`config.mk`:
```
export PLATFORM = sky130hd
export DESIGN_NAME = warp_laneskid
export DESIGN_NICKNAME = d
export VERILOG_FILES = /design/src/rtl/warp_laneskid.sv
export SDC_FILE = /design/constraint.sdc
export NUM_CORES = 1
export LEC_CHECK = 0
export CAP_MARGIN = 30
export CORE_MARGIN = 2
export CORE_UTILIZATION = 56
export CTS_BUF_LIST = sky130_fd_sc_hd__clkbuf_2 sky130_fd_sc_hd__clkbuf_4 sky130_fd_sc_hd__clkbuf_8
export DETAILED_ROUTE_END_ITERATION = 8
export GPL_TIMING_DRIVEN = 0
export PLACE_DENSITY = 0.81
export SETUP_SLACK_MARGIN = 0.1
export SYNTH_ARGS = -nofsm -noshare
export SYNTH_HDL_FRONTEND = slang
export SYNTH_SLANG_ARGS = --single-unit
```
`constraint.sdc`:
```
create_clock -name i_clk -period 12.1 [get_ports i_clk]
set_input_delay 3.63 -clock i_clk [delete_from_list [all_inputs] [get_ports i_clk]]
set_output_delay 3.63 -clock i_clk [all_outputs]
set_load 0.01 [all_outputs]
```
`src/rtl/warp_laneskid.sv`:
```
// Multi-lane skid buffer: accepts up to LANES entries per cycle into a circular
// store and presents up to LANES oldest entries, all handshake outputs registered.
module warp_laneskid #(
    parameter  int WIDTH = 32,
    parameter  int LANES = 2,
    parameter  int DEPTH = 4,
    localparam int CW    = $clog2(LANES + 1),
    localparam int OW    = $clog2(DEPTH + 1)
) (
    input  logic                   i_clk,
    input  logic                   i_rst_n,
    input  logic [CW-1:0]          i_wcount,
    input  logic [LANES*WIDTH-1:0] i_wdata,
    output logic [CW-1:0]          o_wcapacity,
    output logic [CW-1:0]          o_rcount,
    output logic [LANES*WIDTH-1:0] o_rdata,
    input  logic [CW-1:0]          i_rconsume,
    output logic [OW-1:0]          o_occupancy
);

    localparam int PW = (DEPTH > 1) ? $clog2(DEPTH) : 1;

    generate
        if (DEPTH < LANES) begin : g_bad_depth
            $error("warp_laneskid: DEPTH must be >= LANES");
        end
    endgenerate

    logic [WIDTH-1:0]       mem [DEPTH];
    logic [WIDTH-1:0]       mem_view [DEPTH];
    logic [PW-1:0]          head, tail, head_next, tail_next;
    logic [OW-1:0]          occ, occ_next;
    logic [CW-1:0]          accepted, consumed, rcount_next, wcap_next;
    logic [PW-1:0]          waddr [LANES];
    logic [LANES*WIDTH-1:0] rdata_next;

    // Pointer advance with explicit wrap; n never exceeds DEPTH, so one subtract suffices.
    function automatic logic [PW-1:0] ptr_add(input logic [PW-1:0] p, input int n);
        int s;
        s = int'(p) + n;
        if (s >= DEPTH) s = s - DEPTH;
        return PW'(s);
    endfunction

    function automatic int imin(input int a, input int b);
        return (a < b) ? a : b;
    endfunction

    always_comb begin
        accepted    = CW'(imin(int'(i_wcount), int'(o_wcapacity)));
        consumed    = CW'(imin(int'(i_rconsume), int'(o_rcount)));
        occ_next    = OW'(int'(occ) + int'(accepted) - int'(consumed));
        head_next   = ptr_add(head, int'(consumed));
        tail_next   = ptr_add(tail, int'(accepted));
        rcount_next = CW'(imin(LANES, int'(occ_next)));
        wcap_next   = CW'(imin(LANES, DEPTH - int'(occ_next)));

        // Contents as they will be after this edge, so o_rdata can be registered
        // without a bypass path from i_wdata.
        for (int d = 0; d < DEPTH; d++) mem_view[d] = mem[d];
        for (int k = 0; k < LANES; k++) begin
            waddr[k] = ptr_add(tail, k);
            if (k < int'(accepted)) mem_view[waddr[k]] = i_wdata[k*WIDTH +: WIDTH];
        end

        rdata_next = '0;
        for (int k = 0; k < LANES; k++) begin
            if (k < int'(rcount_next))
                rdata_next[k*WIDTH +: WIDTH] = mem_view[ptr_add(head_next, k)];
        end
    end

    always_ff @(posedge i_clk) begin
        if (!i_rst_n) begin
            head        <= '0;
            tail        <= '0;
            occ         <= '0;
            o_rcount    <= '0;
            o_wcapacity <= CW'(LANES);
            o_rdata     <= '0;
        end else begin
            head        <= head_next;
            tail        <= tail_next;
            occ         <= occ_next;
            o_rcount    <= rcount_next;
            o_wcapacity <= wcap_next;
            o_rdata     <= rdata_next;
        end
    end

    // NOTE: storage is deliberately not reset; stale words are never visible
    // because o_rdata lanes at or beyond o_rcount are forced to zero.
    always_ff @(posedge i_clk) begin
        if (i_rst_n) begin
            for (int k = 0; k < LANES; k++) begin
                if (k < int'(accepted)) mem[waddr[k]] <= i_wdata[k*WIDTH +: WIDTH];
            end
        end
    end

    assign o_occupancy = occ;

`ifdef WARP_FORMAL
    always_comb begin
        if (i_rst_n) begin
            assert (int'(occ) <= DEPTH);
            assert (int'(head) < DEPTH && int'(tail) < DEPTH);
            assert (int'(o_rcount) == imin(LANES, int'(occ)));
            assert (int'(o_wcapacity) == imin(LANES, DEPTH - int'(occ)));
            assert (((int'(tail) - int'(head) + DEPTH) % DEPTH) == (int'(occ) % DEPTH));
        end
    end
`endif

endmodule

```
* Word-level counts from Yosys, hierarchy flattened *
Memory sizes are Yosys's and may differ from the RTL's.
Cells that the tools add are included.

cells by class
  $add $sub $neg = 13
  reductions and logical operators = 5
  bitwise operators = 5
  order comparisons = 20
  mux-type cells = 31

operator list
  operator               number
  $bwmux W128            2
  $mux W128              2
  $mux W32               6
  $bmux W32 S2           2
  $demux W32 S2          2
  $ge A3 B3 Y1 const B   8
  $mux W2                11
  $not A2 Y3             4
  $sub A2 B1 Y2 const B  6
  $lt A1 B2 Y1 const A   4
  $add A2 B1 Y3 const B  2
  $add A2 B2 Y3          2
  $ge A2 B3 Y1 const B   2
  $lt A3 B1 Y1 const B   2
  $mux W1                6
  $lt A2 B2 Y1           2
  $lt A3 B4 Y1 const A   1
  $reduce_and A2 Y1      2
  $sub A3 B3 Y4 const A  1
  $add A3 B2 Y3          1
  $lt A2 B3 Y1 const A   1
  $sub A3 B2 Y3          1
  $logic_and A1 B1 Y1    2
  $reduce_or A2 Y1       1
  $not A1 Y1             1

storage, ports and cells
  input bits = 70
  memories = 1
  RAM bits = 128
  logic and storage cells = 82
  output and inout port bits = 71
  flip-flop bits (word level) = 75

memories
  memory  depth  width  rd ports  clocked after memory_dff  write ports  line  RTL
  mem     4      32     4         0                         2            29    logic [WIDTH-1:0] mem [DEPTH];

* Logic depth before layout (Yosys ltp) *
Gate-level depths: netlist (run 1).

  depth after elaboration = 14
  depth in mapped cells = 15
  mapped depth without buffers = 13

* Least setup slack after synthesis (run 1) *
Ideal clock, no wire load.

  path type = in2reg
  start point = input i_wcount[1]
  end point = memory mem[0][0] (enable)
  required time = 11630 ps
  stages on the path = 5
  data arrival time = 7161 ps
  setup time = 470 ps
  buffers on the path = 1
  setup slack = 4469 ps
  cell sequence = ha_1 -> or2_1 -> a221o_1 -> buf_2 -> a21boi_0

RTL lines
  element      line  RTL
  from (decl)  12    input logic [CW-1:0] i_wcount,
  to (decl)    29

* Final worst setup path (run 1) *
  start point = input i_wcount[1]
  end point = register o_rdata[6]

on the way
  longest elaborated chain between the ends = 9
  elaborated cells between the ends (all ways) = 16
  classes of those cells = add/sub: 2; order compare: 5; mux: 8; reduce/logical: 1

ends and longest elaborated chain
  element                                                line  RTL
  $lt A2 B2 Y1                                           46    return (a < b) ? a : b;
  $mux W2 (*)                                            46
  branches (longest 7 deep; another with $add A3 B2 Y3)  n/a
  to (signal assigned)                                   87    o_rdata <= rdata_next;
  to (decl)                                              16    output logic [LANES*WIDTH-1:0] o_rdata,

Every way passes the cells marked *. The select of a mux whose other input is x is not followed.
A chain may end at the register's enable or synchronous reset.

==> impl_metrics.py, run 1 <==
metrics = {
    "outcome": {
        "outcome": "complete, no violations",
    },
    "floorplan": {
        "dieHeight_um": 145,
        "initial_cell_density_of_the_core_pct": 57.1,
        "std_cell_rows": 51,
        "core_region_area_um2": 19500,
        "chipWidth_um": 145,
        "die_area_um2": 21000,
        "io_pins": 141,
    },
    "worst_setup_path": {
        "worst_path_most_repeated_cell": "sky130_fd_sc_hd__ha_1",
        "worst-path-max-fanout": 10,
        "critical_path.n_buffers_inverters": 3,
        "path_class": "in -> reg",
        "timing.critical_path.slowest_stage_cell": "sky130_fd_sc_hd__o21ai_1",
        "critical_path_arrival_ps": 8080,
        "crit_path_cell_trace": "clkdlybuf4s50_1 -> ha_1 -> o21ba_2 -> nor2_1 -> xor2_1 -> ha_1 -> inv_1 -> fa_1 -> nand2b_1 -> o21ai_1 -> clkbuf_1 -> o211ai_1",
        "worst_ep_required_time_ps": 12480,
        "crit_family": "compound AO/OA/AOI/OAI gates",
        "crit_path_max_incr_delay_ps": 850,
        "worst_setup_path_end_kind": "flip-flop",
        "timing.critical_path.from_type": "input pin",
    },
    "detailed_routing": {
        "route.final.wire_length_mm": 34.9,
        "drt-vias-per-instance": 6.78,
        "first_drt_pass_iteration_count": 6,
        "postRouteAntennaNets": 0,
        "detail_route.iter0.violations": 1407,
        "drt_drc_violations_left": 0,
        "route.vias.total": 9905,
        "detail_route.wl_per_cell_um": 23.9,
    },
    "yosys": {
        "synth_simple_gate_area_share_pct": 10.1,
        "synth_cells": 988,
        "synthMostInstantiatedCell": "sky130_fd_sc_hd__mux2_2",
        "synth.area.top_cells": "sky130_fd_sc_hd__edfxtp_1, sky130_fd_sc_hd__dfxtp_1, sky130_fd_sc_hd__mux2_2, sky130_fd_sc_hd__o221ai_1, sky130_fd_sc_hd__nor2_1",
        "synth-compound-area-share_pct": 21.4,
        "synth-seq-area-share_pct": 48.1,
        "yosys-mux-area-fraction_pct": 14.5,
        "synth.top_cells.by_count": "sky130_fd_sc_hd__mux2_2, sky130_fd_sc_hd__edfxtp_1, sky130_fd_sc_hd__nor2_1",
        "synth-edff-count": 128,
        "post-synth-top-area-fraction_pct": 34.6,
        "netlist-cell-type-count": 62,
        "synth.net_count": 1068,
        "synth-xor-area-share_pct": 1.04,
        "synth-async-reset-ratio_pct": 0,
        "synthesis.area_per_instance_um2": 11.2,
        "synthAdderAreaFrac_pct": 1.26,
        "synth_top_family_by_area": "compound AO/OA/AOI/OAI gates",
        "synth_area_um2": 11100,
        "netlist.top_cell.by_area": "sky130_fd_sc_hd__edfxtp_1",
        "number_of_warnings_issued_by_yosys": 0,
        "postSynthRegisterBits": 203,
        "ys.flop_type": "sky130_fd_sc_hd__edfxtp_1",
    },
    "power_and_ir_drop": {
        "power.switching_uw": 1430,
        "clockPowerShare_pct": 18.5,
        "p_int_uw": 2050,
        "pwr-share-seq_pct": 27.6,
        "fin_total_pwr_uw": 3480,
        "vdd.ir_drop.worst_v": 0.000133,
        "pwr_density_cell_nw_per_um2": 254,
        "leakage_uw": 0.00484,
        "power.share.combinational_pct": 53.9,
        "sw_ratio_pct": 41.2,
    },
    "clock_network": {
        "cts_root_buf": "sky130_fd_sc_hd__clkbuf_8",
        "clock-sinks": 203,
        "postCtsSetupBuffers": 0,
        "cts_hold_repair_buffers": 0,
        "cts_made_buffers": 35,
        "maximum_root_to_sink_buffer_count": 3,
        "ctsHtreeMaxLevel": 2,
        "tritoncts": "done",
        "cts_repair_resize_count": 0,
        "cts.reportedPaths.clkPinSlew_ps": 60,
        "worst_skew_pair.late_latency_ps": 550,
    },
    "finish": {
        "nNetsFinal": 1249,
        "num_antenna_cells": 0,
        "layout.filler_cells": 1449,
        "syn2layout_area_growth_pct": 23.2,
        "seq_area_um2": 5350,
        "layout-drive-gt1-share_pct": 22.1,
        "multiInputGateArea_um2": 5400,
    },
    "placed_design": {
        "gp_routability_congestion": 0.929,
        "portBuffers": 140,
        "place_hpwl_mm": 22.8,
    },
    "hold_path": {
        "holdCritPathClass": "reg -> reg",
    },
    "sta": {
        "slew_viol_final": 0,
        "final_total_negative_setup_slack_ps": 0,
        "grt_setup_unrepaired": "false",
        "fmaxAchievable_mhz": 130,
        "finalHoldViolCount": 0,
        "final_min_period_over_clock_period_pct": 63.6,
        "timing.max_slew.rel_slack_pct": 29.7,
        "clock_skew_ps": 19.2,
        "fin_crit_ps": 7700,
        "setup-violations-final": 0,
        "tightestPinTransition_ps": 1050,
        "holdWs_ps": 631,
    },
    "grt": {
        "via_count_of_the_first_global_routing_pass": 9612,
        "first_pass_grt_wire_length_mm": 52.7,
        "grt_usage_pct": 33.0,
        "initial_antenna_violation_count": 1,
        "grt_max_degree": 25,
        "overflow_left_after_global_routing": 0,
    },
    "run": {
        "max_cap_viol": 0,
    },
}
## registers in the layout, indices dropped and copies added (netlist names)
name,cells
o_rcount,2
o_wcapacity,2
head,2
o_occupancy,3
mem,128
tail,2
o_rdata,64
## layout make-up
class | instances | share of cell area, %
timing repair buffer | 144 | 10.9
tap | 265 | 2.42
inverter | 9 | 0.247
clock inverter | 11 | 0.466
buffer | 79 | 2.63
multi-input combinational | 697 | 39.4
clock buffer | 52 | 4.82
sequential | 203 | 39.0
## cell families (layout without fill, tap and decap cells)
kind of cell | Yosys count | after routing
AOI/OAI and AO/OA | 281 | 281
xor gates and xnor gates | 7 | 7
adders and majority gates | 10 | 10
buffers and inverters | 88 | 295
DFF | 203 | 203
muxes | 145 | 145
and+or+nand+nor | 254 | 254
## through the flow
step / util (%) / setup WS [ps] / std cells / area (um2)
final: 70.4 / 4400 / 1460 / 13700
after global routing: 70.4 / 4360 / 1460 / 13700
after CTS: 70.4 / 4540 / 1460 / 13700
after detailed placement: 66.6 / 4000 / 1397 / 13000
after global placement: 66.0 / 1540 / 1393 / 12800
after floorplan: - / 4470 / 988 / 11100
## tightest hold or removal path: stages (launching register included)
cell and delay (ps):
sky130_fd_sc_hd__edfxtp_1 330, sky130_fd_sc_hd__o21a_1 140, sky130_fd_sc_hd__a221o_1 130
## routing by layer
metal	vias up	share of wire, %	global-route usage (%)
met5	-	0.037	0
met4	2	3.9	15.8
met3	134	12	7.80
met2	730	46	51.3
met1	4766	38	43.4
li1	4273	-	-
## power by group through the flow
stage | registers (uW) | logic (uW) | clock network, uW
detailed placement | 973 | 1820 | 0
global placement | 979 | 1760 | 0
floorplan | 1010 | 1140 | 0
global route | 972 | 1980 | 679
finish | 960 | 1880 | 645
CTS | 961 | 1830 | 645
## layout by cell type, fill, tap and decap left out, types with 3 or more instances in the layout
cell,netlist,layout
sky130_fd_sc_hd__mux2_2,129,129
sky130_fd_sc_hd__clkdlybuf4s50_1,0,140
sky130_fd_sc_hd__nor2_1,110,108
sky130_fd_sc_hd__a21oi_1,22,22
sky130_fd_sc_hd__a2bb2oi_1,14,14
sky130_fd_sc_hd__clkinv_2,0,7
sky130_fd_sc_hd__o211ai_1,36,36
sky130_fd_sc_hd__clkbuf_1,28,28
sky130_fd_sc_hd__ha_1,8,8
sky130_fd_sc_hd__dfxtp_1,75,75
sky130_fd_sc_hd__o22ai_1,16,16
sky130_fd_sc_hd__a221o_1,32,32
sky130_fd_sc_hd__o22a_1,15,15
sky130_fd_sc_hd__xor2_1,3,3
sky130_fd_sc_hd__nor3_1,45,45
sky130_fd_sc_hd__nand2b_1,4,4
sky130_fd_sc_hd__or2_1,3,3
sky130_fd_sc_hd__inv_1,8,8
sky130_fd_sc_hd__o21a_1,15,15
sky130_fd_sc_hd__o221ai_1,53,53
sky130_fd_sc_hd__buf_1,11,11
sky130_fd_sc_hd__clkbuf_8,0,43
sky130_fd_sc_hd__o221ai_2,10,10
sky130_fd_sc_hd__a211o_1,33,33
sky130_fd_sc_hd__clkbuf_4,0,9
sky130_fd_sc_hd__nand2_1,59,59
sky130_fd_sc_hd__and2_1,10,9
sky130_fd_sc_hd__mux2i_1,16,16
sky130_fd_sc_hd__buf_2,36,36
sky130_fd_sc_hd__o2bb2ai_1,16,16
sky130_fd_sc_hd__nor2b_1,6,6
sky130_fd_sc_hd__nand3_1,5,5
sky130_fd_sc_hd__buf_4,3,3
sky130_fd_sc_hd__edfxtp_1,128,128
## path summary, 6_finish.rpt
path	start	end	slack (ps)	cells past startpoint
max	i_wcount[1]	o_rdata[6]	4400	12
min	mem[2][18]	o_rdata[18]	630	2
max reg2reg	o_wcapacity[1]	o_rdata[6]	7580	12
min reg2reg	mem[2][18]	o_rdata[18]	630	2
Power figures use the tool's default switching activity.
==> inputs of run 2 (changes only) <==
Settings changed: CORE_UTILIZATION 56 to 52, PLACE_DENSITY 0.81 to 0.79.
Clock period 12.1 ns to 6.92 ns, I/O delays scaled along.
==> impl_metrics.py, run 2 (synthesis gave the netlist of run 1 again) <==
metrics = {
    "finish": {
        "num_antenna_cells": 0,
        "max_reg_flops": 128,
        "seq_area_um2": 5350,
        "syn2layout_area_growth_pct": 24.2,
        "final_core_util_pct": 65.7,
        "layout.filler_cells": 1576,
        "mostFrequentLayoutCells": "sky130_fd_sc_hd__clkdlybuf4s50_1, sky130_fd_sc_hd__mux2_2, sky130_fd_sc_hd__edfxtp_1",
        "layout-drive-gt1-share_pct": 22.4,
        "nNetsFinal": 1250,
        "multiInputGateArea_um2": 5400,
        "layout_commonest_cell": "sky130_fd_sc_hd__clkdlybuf4s50_1",
    },
    "clock_network": {
        "ctsHtreeMaxLevel": 2,
        "cts_made_buffers": 36,
        "cts_hold_repair_buffers": 0,
        "cts_root_buf": "sky130_fd_sc_hd__clkbuf_8",
        "cts_repair_resize_count": 0,
        "cts.reportedPaths.clkPinSlew_ps": 60,
        "worst_skew_pair.late_latency_ps": 550,
        "maximum_root_to_sink_buffer_count": 3,
        "tritoncts": "done",
        "postCtsSetupBuffers": 0,
        "clock-sinks": 203,
    },
    "power_and_ir_drop": {
        "sw_ratio_pct": 40.7,
        "clockPowerShare_pct": 20.2,
        "pwr-share-seq_pct": 27.0,
        "leakage_uw": 0.00488,
        "pwr_density_cell_nw_per_um2": 452,
        "vdd.ir_drop.worst_v": 0.000198,
        "fin_total_pwr_uw": 6240,
        "power.share.combinational_pct": 52.8,
        "power.switching_uw": 2540,
        "p_int_uw": 3700,
    },
    "worst_setup_path": {
        "worst_setup_path_end_kind": "flip-flop",
        "r2r_end": "o_rdata[6]",
        "critical_path_arrival_ps": 6600,
        "worst_r2r_path_depth": 12,
        "worst-r2r-setup-slack_ps": 2310,
        "startpoint": "i_wcount[1]",
        "reg2reg_from": "o_wcapacity[1]",
        "path_class": "in -> reg",
        "worst-path-max-fanout": 10,
        "crit_path_end": "o_rdata[6]",
        "timing.critical_path.from_type": "input pin",
        "worst_ep_required_time_ps": 7310,
    },
    "floorplan": {
        "chipWidth_um": 150,
        "initial_cell_density_of_the_core_pct": 52.9,
        "die_area_um2": 22600,
        "std_cell_rows": 53,
        "dieHeight_um": 150,
        "core_region_area_um2": 21000,
        "io_pins": 141,
    },
    "sta": {
        "timing.max_slew.rel_slack_pct": 29.0,
        "slew_viol_final": 0,
        "clock_skew_ps": 20.6,
        "fmaxAchievable_mhz": 161,
        "finalHoldViolCount": 0,
        "fin_crit_ps": 6210,
        "final_total_negative_setup_slack_ps": 0,
        "setup-violations-final": 0,
        "grt_setup_unrepaired": "false",
        "tightestPinTransition_ps": 1060,
        "final_min_period_over_clock_period_pct": 89.8,
    },
    "run": {
        "max_cap_viol": 0,
    },
    "grt": {
        "overflow_left_after_global_routing": 0,
        "initial_antenna_violation_count": 0,
        "first_pass_grt_wire_length_mm": 54.5,
        "grt_usage_pct": 31.7,
        "grt_max_degree": 25,
        "via_count_of_the_first_global_routing_pass": 9712,
    },
    "detailed_routing": {
        "first_drt_pass_iteration_count": 6,
        "route.vias.total": 9870,
        "detail_route.wl_per_cell_um": 24.3,
        "drt_drc_violations_left": 0,
        "detail_route.iter0.violations": 1192,
        "postRouteAntennaNets": 0,
        "drt-vias-per-instance": 6.70,
        "route.final.wire_length_mm": 35.8,
    },
    "placed_design": {
        "portBuffers": 140,
        "gp_routability_congestion": 0.936,
        "place_hpwl_mm": 22.9,
    },
    "outcome": {
        "outcome": "complete, no violations",
    },
    "hold_path": {
        "holdCritPathClass": "reg -> reg",
    },
}
## run 2: cell count changes in the layout (fill, tap and decap cells not counted)
cell                         before  now
sky130_fd_sc_hd__clkinv_2         7    3
sky130_fd_sc_hd__inv_6            1    0
sky130_fd_sc_hd__bufinv_16        0    2
sky130_fd_sc_hd__clkbuf_4         9   12
sky130_fd_sc_hd__clkinv_1         1    0
sky130_fd_sc_hd__clkbuf_8        43   46
sky130_fd_sc_hd__clkinv_4         1    0
sky130_fd_sc_hd__clkinvlp_4       1    3
## run 2: how the worst min path moves through the flow
| stage | from | to | slack, ps | cells past startpoint |
|---|---|---|---|---|
| floorplan | mem[2][17] | o_rdata[17] | 580 | 2 |
| global placement | mem[2][22] | o_rdata[54] | 600 | 2 |
| detailed placement | mem[2][19] | o_rdata[19] | 600 | 2 |
| CTS | mem[2][19] | o_rdata[19] | 620 | 2 |
| global route | mem[2][19] | o_rdata[51] | 650 | 2 |
| finish | mem[2][19] | o_rdata[19] | 610 | 2 |
## run 2: power by group through the flow
stage          clock network [uW]  logic [uW]  registers [uW]
2_1_floorplan                   0        1990            1770
3_3_place_gp                    0        3110            1710
3_5_place_dp                    0        3210            1710
4_1_cts                      1270        3230            1680
5_1_grt                      1330        3490            1700
6_report                     1260        3290            1680
## run 2: through the flow
step                setup WS, ps  cells  hold WS [ps]  instance area (um2)
floorplan                    843    988           578                11100
global placement           -2170   1403           599                12900
detailed placement           302   1407           600                13000
CTS                          854   1473           617                13800
global route                 613   1473           649                13800
finish                       706   1473           612                13800
## run 2: area by class of cell
type | count | share of cell area [%]
plain buffers | 79 | 2.61
clock buffers | 58 | 5.24
clock inverters | 8 | 0.707
inverters | 9 | 0.245
multi-input cells | 697 | 39.1
flip-flops and latches | 203 | 38.7
well taps | 275 | 2.49
repair buffers | 144 | 10.8
## run 2: per-layer routing
metal | routed length (um) | GRT usage, % | vias to the layer above
met3 | 4600 | 7.33 | 153
met5 | 0 | 0 | -
met2 | 16300 | 49.5 | 759
met1 | 13400 | 41.6 | 4681
li1 | - | - | 4277
met4 | 1560 | 15.9 | 0
## run 2: critical path: stages
cell                              delay [ps]
sky130_fd_sc_hd__clkdlybuf4s50_1         460
sky130_fd_sc_hd__ha_1                    350
sky130_fd_sc_hd__o21ba_2                 260
sky130_fd_sc_hd__nor2_1                  470
sky130_fd_sc_hd__xor2_1                  210
sky130_fd_sc_hd__ha_1                    160
sky130_fd_sc_hd__inv_1                    50
sky130_fd_sc_hd__fa_1                    660
sky130_fd_sc_hd__nand2b_1                190
sky130_fd_sc_hd__o21ai_1                 860
sky130_fd_sc_hd__clkbuf_1                630
sky130_fd_sc_hd__o211ai_1                220
==> inputs of run 3 (changes only) <==
Settings changed: CORE_UTILIZATION 52 to 56, HOLD_SLACK_MARGIN from default to 0.12, PLACE_DENSITY 0.79 to 0.81.
Clock period 6.92 ns to 7.3 ns, I/O delays scaled along.
==> results of run 3 <==
Same layout as run 1 (identical final DEF). Status: complete, no violations.
Among the figures that moved: setup slack after placement 4000 ps -> 635 ps; setup slack after layout 4400 ps -> 1040 ps; register-to-register setup slack 7580 ps -> 2780 ps; total power 3480 uW -> 5770 uW; worst IR drop on VDD 0.000133 V -> 0.000221 V
